File: src/rtl/mips_pkg.sv
// rtl/mips_pkg.sv - shared widths, constants and FSM state type for the MIPS fetch path
package mips_pkg;

    localparam int INSTR_W = 32;
    localparam int ADDR_W  = 32;

    localparam logic [ADDR_W-1:0]  DEFAULT_PC_STEP = 32'd4;
    localparam logic [INSTR_W-1:0] NOP_WORD        = 32'h0000_0000;

    typedef enum logic [1:0] {
        IDLE   = 2'd0,
        REQ    = 2'd1,
        ISSUED = 2'd2
    } seq_state_e;

    // Drop the byte offset so the PC always points at a whole word.
    function automatic logic [ADDR_W-1:0] word_align(input logic [ADDR_W-1:0] addr);
        return {addr[ADDR_W-1:2], 2'b00};
    endfunction

endpackage

File: src/rtl/pc_next_sel.sv
// rtl/pc_next_sel.sv - next-PC priority mux (jump > branch > sequential) with alignment flag
module pc_next_sel
    import mips_pkg::*;
(
    input  logic              jump_i,
    input  logic [ADDR_W-1:0] jump_addr_i,
    input  logic              branch_i,
    input  logic [ADDR_W-1:0] branch_addr_i,
    input  logic [ADDR_W-1:0] seq_addr_i,
    output logic [ADDR_W-1:0] next_addr_o,
    output logic              redirect_o,
    output logic              misalign_o
);

    // Pick the target; only the winning redirect target is checked for alignment.
    always_comb begin
        next_addr_o = seq_addr_i;
        redirect_o  = 1'b0;
        misalign_o  = 1'b0;
        if (jump_i) begin
            next_addr_o = word_align(jump_addr_i);
            redirect_o  = 1'b1;
            misalign_o  = (jump_addr_i[1:0] != 2'b00);
        end else if (branch_i) begin
            next_addr_o = word_align(branch_addr_i);
            redirect_o  = 1'b1;
            misalign_o  = (branch_addr_i[1:0] != 2'b00);
        end
    end

endmodule

File: src/rtl/pc_sequencer.sv
// rtl/pc_sequencer.sv - program counter and fetch handshake FSM; DELAY_SLOT_EN enables the branch delay slot
module pc_sequencer
    import mips_pkg::*;
#(
    parameter logic [ADDR_W-1:0] RESET_PC = 32'h0000_0000,
    parameter logic [ADDR_W-1:0] PC_STEP  = DEFAULT_PC_STEP
) (
    input  logic               clk,
    input  logic               reset_n,
    input  logic               stall,
    input  logic               jump,
    input  logic [ADDR_W-1:0]  jump_addr,
    input  logic               branch,
    input  logic [ADDR_W-1:0]  branch_addr,
    output logic [3:0]         msb_pc4,
    output logic [ADDR_W-1:0]  pc,
    output logic [ADDR_W-1:0]  pc_plus4,
    output logic               imem_req,
    output logic [ADDR_W-1:0]  imem_addr,
    input  logic               imem_ack,
    input  logic [INSTR_W-1:0] imem_rdata,
    output logic               instr_valid,
    output logic [INSTR_W-1:0] instr,
    output logic               misalign
);

    seq_state_e         state_q, state_d;
    logic [ADDR_W-1:0]  pc_q, pc_d;
    logic [INSTR_W-1:0] instr_q, instr_d;
    logic               instr_valid_q, instr_valid_d;
    logic               misalign_q, misalign_d;

    logic [ADDR_W-1:0]  sel_addr;
    logic               sel_redirect;
    logic               sel_misalign;

`ifdef DELAY_SLOT_EN
    logic               pend_valid_q, pend_valid_d;
    logic [ADDR_W-1:0]  pend_addr_q, pend_addr_d;
`endif

    assign pc_plus4    = pc_q + PC_STEP;
    assign msb_pc4     = pc_plus4[ADDR_W-1:ADDR_W-4];
    assign pc          = pc_q;
    assign imem_addr   = pc_q;
    // Decoded from the state register so an async reset drops the request at once.
    assign imem_req    = (state_q == REQ);
    assign instr       = instr_q;
    assign instr_valid = instr_valid_q;
    assign misalign    = misalign_q;

    pc_next_sel u_next_sel (
        .jump_i        (jump),
        .jump_addr_i   (jump_addr),
        .branch_i      (branch),
        .branch_addr_i (branch_addr),
        .seq_addr_i    (pc_plus4),
        .next_addr_o   (sel_addr),
        .redirect_o    (sel_redirect),
        .misalign_o    (sel_misalign)
    );

    // Next-state logic: fetch in REQ, hold in ISSUED while stalled, advance PC on consume.
    always_comb begin
        state_d       = state_q;
        pc_d          = pc_q;
        instr_d       = instr_q;
        instr_valid_d = instr_valid_q;
        misalign_d    = misalign_q;
`ifdef DELAY_SLOT_EN
        pend_valid_d  = pend_valid_q;
        pend_addr_d   = pend_addr_q;
`endif
        case (state_q)
            IDLE: begin
                state_d = REQ;
            end
            REQ: begin
                if (imem_ack) begin
                    instr_d       = imem_rdata;
                    instr_valid_d = 1'b1;
                    state_d       = ISSUED;
                end
            end
            ISSUED: begin
                if (!stall) begin
                    instr_valid_d = 1'b0;
                    state_d       = REQ;
`ifdef DELAY_SLOT_EN
                    // The slot instruction is leaving: follow the held target now.
                    // A redirect from the slot itself loses to the pending one.
                    if (pend_valid_q) begin
                        pc_d         = pend_addr_q;
                        pend_valid_d = 1'b0;
                    end else begin
                        pc_d = pc_plus4;
                        if (sel_redirect) begin
                            pend_valid_d = 1'b1;
                            pend_addr_d  = sel_addr;
                            misalign_d   = misalign_q | sel_misalign;
                        end
                    end
`else
                    pc_d       = sel_addr;
                    misalign_d = misalign_q | sel_misalign;
`endif
                end
            end
            default: begin
                state_d = IDLE;
            end
        endcase
    end

    // State, PC, issued instruction and sticky misalign flag.
    always_ff @(posedge clk or negedge reset_n) begin
        if (!reset_n) begin
            state_q       <= IDLE;
            pc_q          <= RESET_PC;
            instr_q       <= NOP_WORD;
            instr_valid_q <= 1'b0;
            misalign_q    <= 1'b0;
        end else begin
            state_q       <= state_d;
            pc_q          <= pc_d;
            instr_q       <= instr_d;
            instr_valid_q <= instr_valid_d;
            misalign_q    <= misalign_d;
        end
    end

`ifdef DELAY_SLOT_EN
    // Redirect target held across the delay slot.
    always_ff @(posedge clk or negedge reset_n) begin
        if (!reset_n) begin
            pend_valid_q <= 1'b0;
            pend_addr_q  <= RESET_PC;
        end else begin
            pend_valid_q <= pend_valid_d;
            pend_addr_q  <= pend_addr_d;
        end
    end
`endif

endmodule

File: config.mk
export PLATFORM = sky130hd
export DESIGN_NAME = pc_sequencer
export DESIGN_NICKNAME = d
export VERILOG_FILES = /design/src/rtl/mips_pkg.sv /design/src/rtl/pc_next_sel.sv /design/src/rtl/pc_sequencer.sv
export SDC_FILE = /design/constraint.sdc
export NUM_CORES = 1
export LEC_CHECK = 0
export ABC_AREA = 1
export BUFFER_PORTS_ARGS = -buffer_cell sky130_fd_sc_hd__buf_4
export CAP_MARGIN = 40
export CORE_MARGIN = 1.5
export CORE_UTILIZATION = 45
export DETAILED_ROUTE_END_ITERATION = 10
export PLACE_DENSITY = 0.86
export SLEW_MARGIN = 40
export SYNTH_ARGS = -nofsm -noshare
export SYNTH_HDL_FRONTEND = slang
export SYNTH_SLANG_ARGS = --single-unit
File: constraint.sdc
create_clock -name clk -period 1.77 [get_ports clk]
set_clock_uncertainty 0.15 [all_clocks]
set_input_delay 0.0885 -clock clk [delete_from_list [all_inputs] [get_ports clk]]
set_output_delay 0.0885 -clock clk [all_outputs]
set_load 0.01 [all_outputs]
==> impl_metrics.env <==
export IMPL_status="complete, but fails checks"
export IMPL_failed_checks="negative setup slack"
export IMPL_grt_ovfl_total=0
export IMPL_async_reset_ff_frac=1.00
export IMPL_drv_slew=0
export IMPL_worstSetupStartpointType="flip-flop"
export IMPL_synth_area_leaders="dfrtp_1 (39%), nand2_1 (12%), mux2_2 (8.6%), buf_4 (7.2%), a221oi_1 (4.4%)"
export IMPL_setup_slack_ps=-334
export IMPL_drc=0
export IMPL_synth_ff_type="dfrtp_1"
export IMPL_critical_path_top_delay_family="simple AND/OR/NAND/NOR gates"
export IMPL_wl_per_cell_um=18.4
export IMPL_first_pass_iters=5
export IMPL_peakVddDrop_mv=1.13
export IMPL_max_freq_mhz=475
export IMPL_clk_pin_slew_worst_paths_ps=80
export IMPL_hold_viol=0
export IMPL_ys_types=33
export IMPL_portBuffers=230
export IMPL_drv_cap=0
export IMPL_core_area_um2=9150
export IMPL_avgSynthCellArea_um2=8.51
export IMPL_final_cell_area_um2=7540
export IMPL_path_buf_inv=1
export IMPL_htreeDepth=3
export IMPL_grt_total_usage=0.326
export IMPL_cts_buffers=9
export IMPL_gp_congestion=0.914
export IMPL_critPathMaxFanout=5
export IMPL_power_per_cell_area_nw_per_um2=1590
export IMPL_yosysWarnings=0
export IMPL_rsz0062_at_grt="true"
export IMPL_worst_ep_arrival_time_ps=1870
export IMPL_dp_cells=807
export IMPL_worst_skew_pair_late_latency_ps=360
export IMPL_period_needed_ps=2100
export IMPL_regArea_um2=1670
export IMPL_synth_top_area_frac=0.393
export IMPL_grt_pass1_vias=4910
export IMPL_clockRootBuffer="clkbuf_8"
export IMPL_syn_area_um2=4200
export IMPL_synth_edf_count=0
export IMPL_place_hpwl_um=10000
export IMPL_grt_max_degree=67
export IMPL_rows=35
export IMPL_cts_tree="done"
export IMPL_crit_top_cell="nand2_1"
export IMPL_critPathMaxStageDelay_ps=440
export IMPL_grt_pass1_wl_um=25000
export IMPL_pre_cts_slack_ps=22.4
export IMPL_final_fill_count=528
export IMPL_multiInputGateArea_um2=2270
export IMPL_fin_nets=925
export IMPL_ys_top_cells_by_count="nand2_1 (129), dfrtp_1 (66), buf_4 (40)"
export IMPL_critPathKind="flip-flop to primary output"
export IMPL_fin_cells=938
export IMPL_ys_seq_elements=66
export IMPL_finalCritPeriodShare=1.19
export IMPL_vias=4948
export IMPL_cp_required_ps=1530
export IMPL_ys_seq_area_frac=0.393
export IMPL_slowest_stage="dfrtp_1"
export IMPL_fp_dieH_um=99.6
export IMPL_ant_nets=0
export IMPL_setup_viol_count_final=38
export IMPL_yosysMostFrequentCell="nand2_1"
export IMPL_start_util=0.459
export IMPL_p_leak_nw=3.68
export IMPL_die_x_um=99.6
export IMPL_grt_antenna_before_repair=0
export IMPL_ios=237
export IMPL_areaGrowthSynthToFinish_pct=79.6
export IMPL_routed_wl_um=17200
export IMPL_critPathCaptureType="primary output"
export IMPL_antennaDiodeCount=0
export IMPL_dpl_cell_area_um2=5940
export IMPL_holdWs_ps=6.01
export IMPL_cts_sinks=66
export IMPL_viasPerCell=5.28
export IMPL_die_area_um2=9920
export IMPL_yosysTopAreaCell="dfrtp_1"
export IMPL_synth_cells=493
export IMPL_drt_iter0_markers=182
export IMPL_drive_gt1_frac=0.508
export IMPL_clk_path_buf_depth=2
export IMPL_post_route_util=0.824
export IMPL_path_cells="nand2_1, nor2_2, nand2_4, nor2_4, nand2_1, nand2_1, nand2_2, buf_6"
export IMPL_min_path_type="input pin to flip-flop"
-- metal layers --
metal | global-route usage | vias to the layer above | share of wire
met2 | 0.600 | 310 | 0.52
li1 | - | 2206 | -
met1 | 0.359 | 2364 | 0.36
met5 | 0 | - | 0
met4 | 0.141 | 0 | 0.041
met3 | 0.0738 | 68 | 0.071
-- area by class of cell --
cell class | instances | area share
inverter | 37 | 0.0184
timing repair buffer | 370 | 0.414
clock inverter | 6 | 0.00863
multi-input combinational | 338 | 0.301
sequential | 66 | 0.221
clock buffer | 10 | 0.0183
tap | 111 | 0.0184
-- tightest hold or removal path, stage by stage --
cell      delay (ps)
buf_4             80
or2_2            120
a21oi_2           70
o21bai_1         120
-- layout by cell type (no fill, tap or decap), drive strengths merged --
master / instances
buf: 272
nand2: 137
dlygate4sd3: 98
dfrtp: 66
nor2: 47
inv: 38
mux2: 32
a221oi: 21
nand3: 19
a21boi: 16
a21oi: 16
xor2: 15
clkbuf: 10
or2: 9
conb: 6
o21a: 5
o21ai: 5
and2: 3
clkinv: 3
a32oi: 1
a22oi: 1
nor3: 1
o211ai: 1
o21bai: 1
o31ai: 1
ha: 1
bufinv: 1
clkinvlp: 1
-- cell families after synthesis --
| group | synth area share |
|---|---|
| flip-flops | 0.393 |
| buffers and inverters | 0.125 |
| AND/OR/NAND/NOR | 0.236 |
| other | 0.000893 |
| XOR/XNOR | 0.0402 |
| multiplexers | 0.0858 |
| AO/OA/AOI/OAI | 0.116 |
| adder cells (fa/ha/maj) | 0.00298 |
-- timing repair --
action,4_1_cts,5_1_grt
buffers inserted,7,11
hold buffers,99,0
endpoints found under the hold margin,131,0
pin swaps,15,32
setup endpoints to repair,29,52
resized for setup,15,69
-- path summary, 6_finish.rpt --
check,start,endpoint,slack [ps],cells past startpoint
setup / recovery,imem_addr[6]$_DFFE_PN0P_,pc_plus4[22],-330,8
setup reg to reg,imem_addr[2]$_DFFE_PN0P_,imem_addr[21]$_DFFE_PN0P_,-100,11
max in group asynchronous,reset_n,imem_addr[10]$_DFFE_PN0P_,1010,3
hold / removal,branch_addr[1],misalign$_DFFE_PN0P_,6,4
min in group asynchronous,reset_n,imem_addr[31]$_DFFE_PN0P_,130,3
hold reg to reg,misalign$_DFFE_PN0P_,misalign$_DFFE_PN0P_,350,1
-- power by group --
group	leakage (nW)	switching [mW]	total [mW]	internal (mW)
clock	0.103	0.683	1.38	0.692
combinational	2.83	3.57	7.45	3.87
sequential	0.744	0.895	3.19	2.30
-- metrics by stage --
| stage | total power, mW | setup TNS, ps |
|---|---|---|
| after floorplan | 6.45 | 0 |
| after global placement | 9.21 | 0 |
| after detailed placement | 9.40 | 0 |
| after CTS | 11.1 | -5860 |
| after global routing | 12.6 | -10890 |
| final | 12.0 | -8230 |
-- sequential cells by signal, indices dropped and copies added (netlist names) --
signal / cells
instr: 32
imem_addr: 30
state_q: 2
instr_valid: 1
misalign: 1
Power figures use the tool's default switching activity.
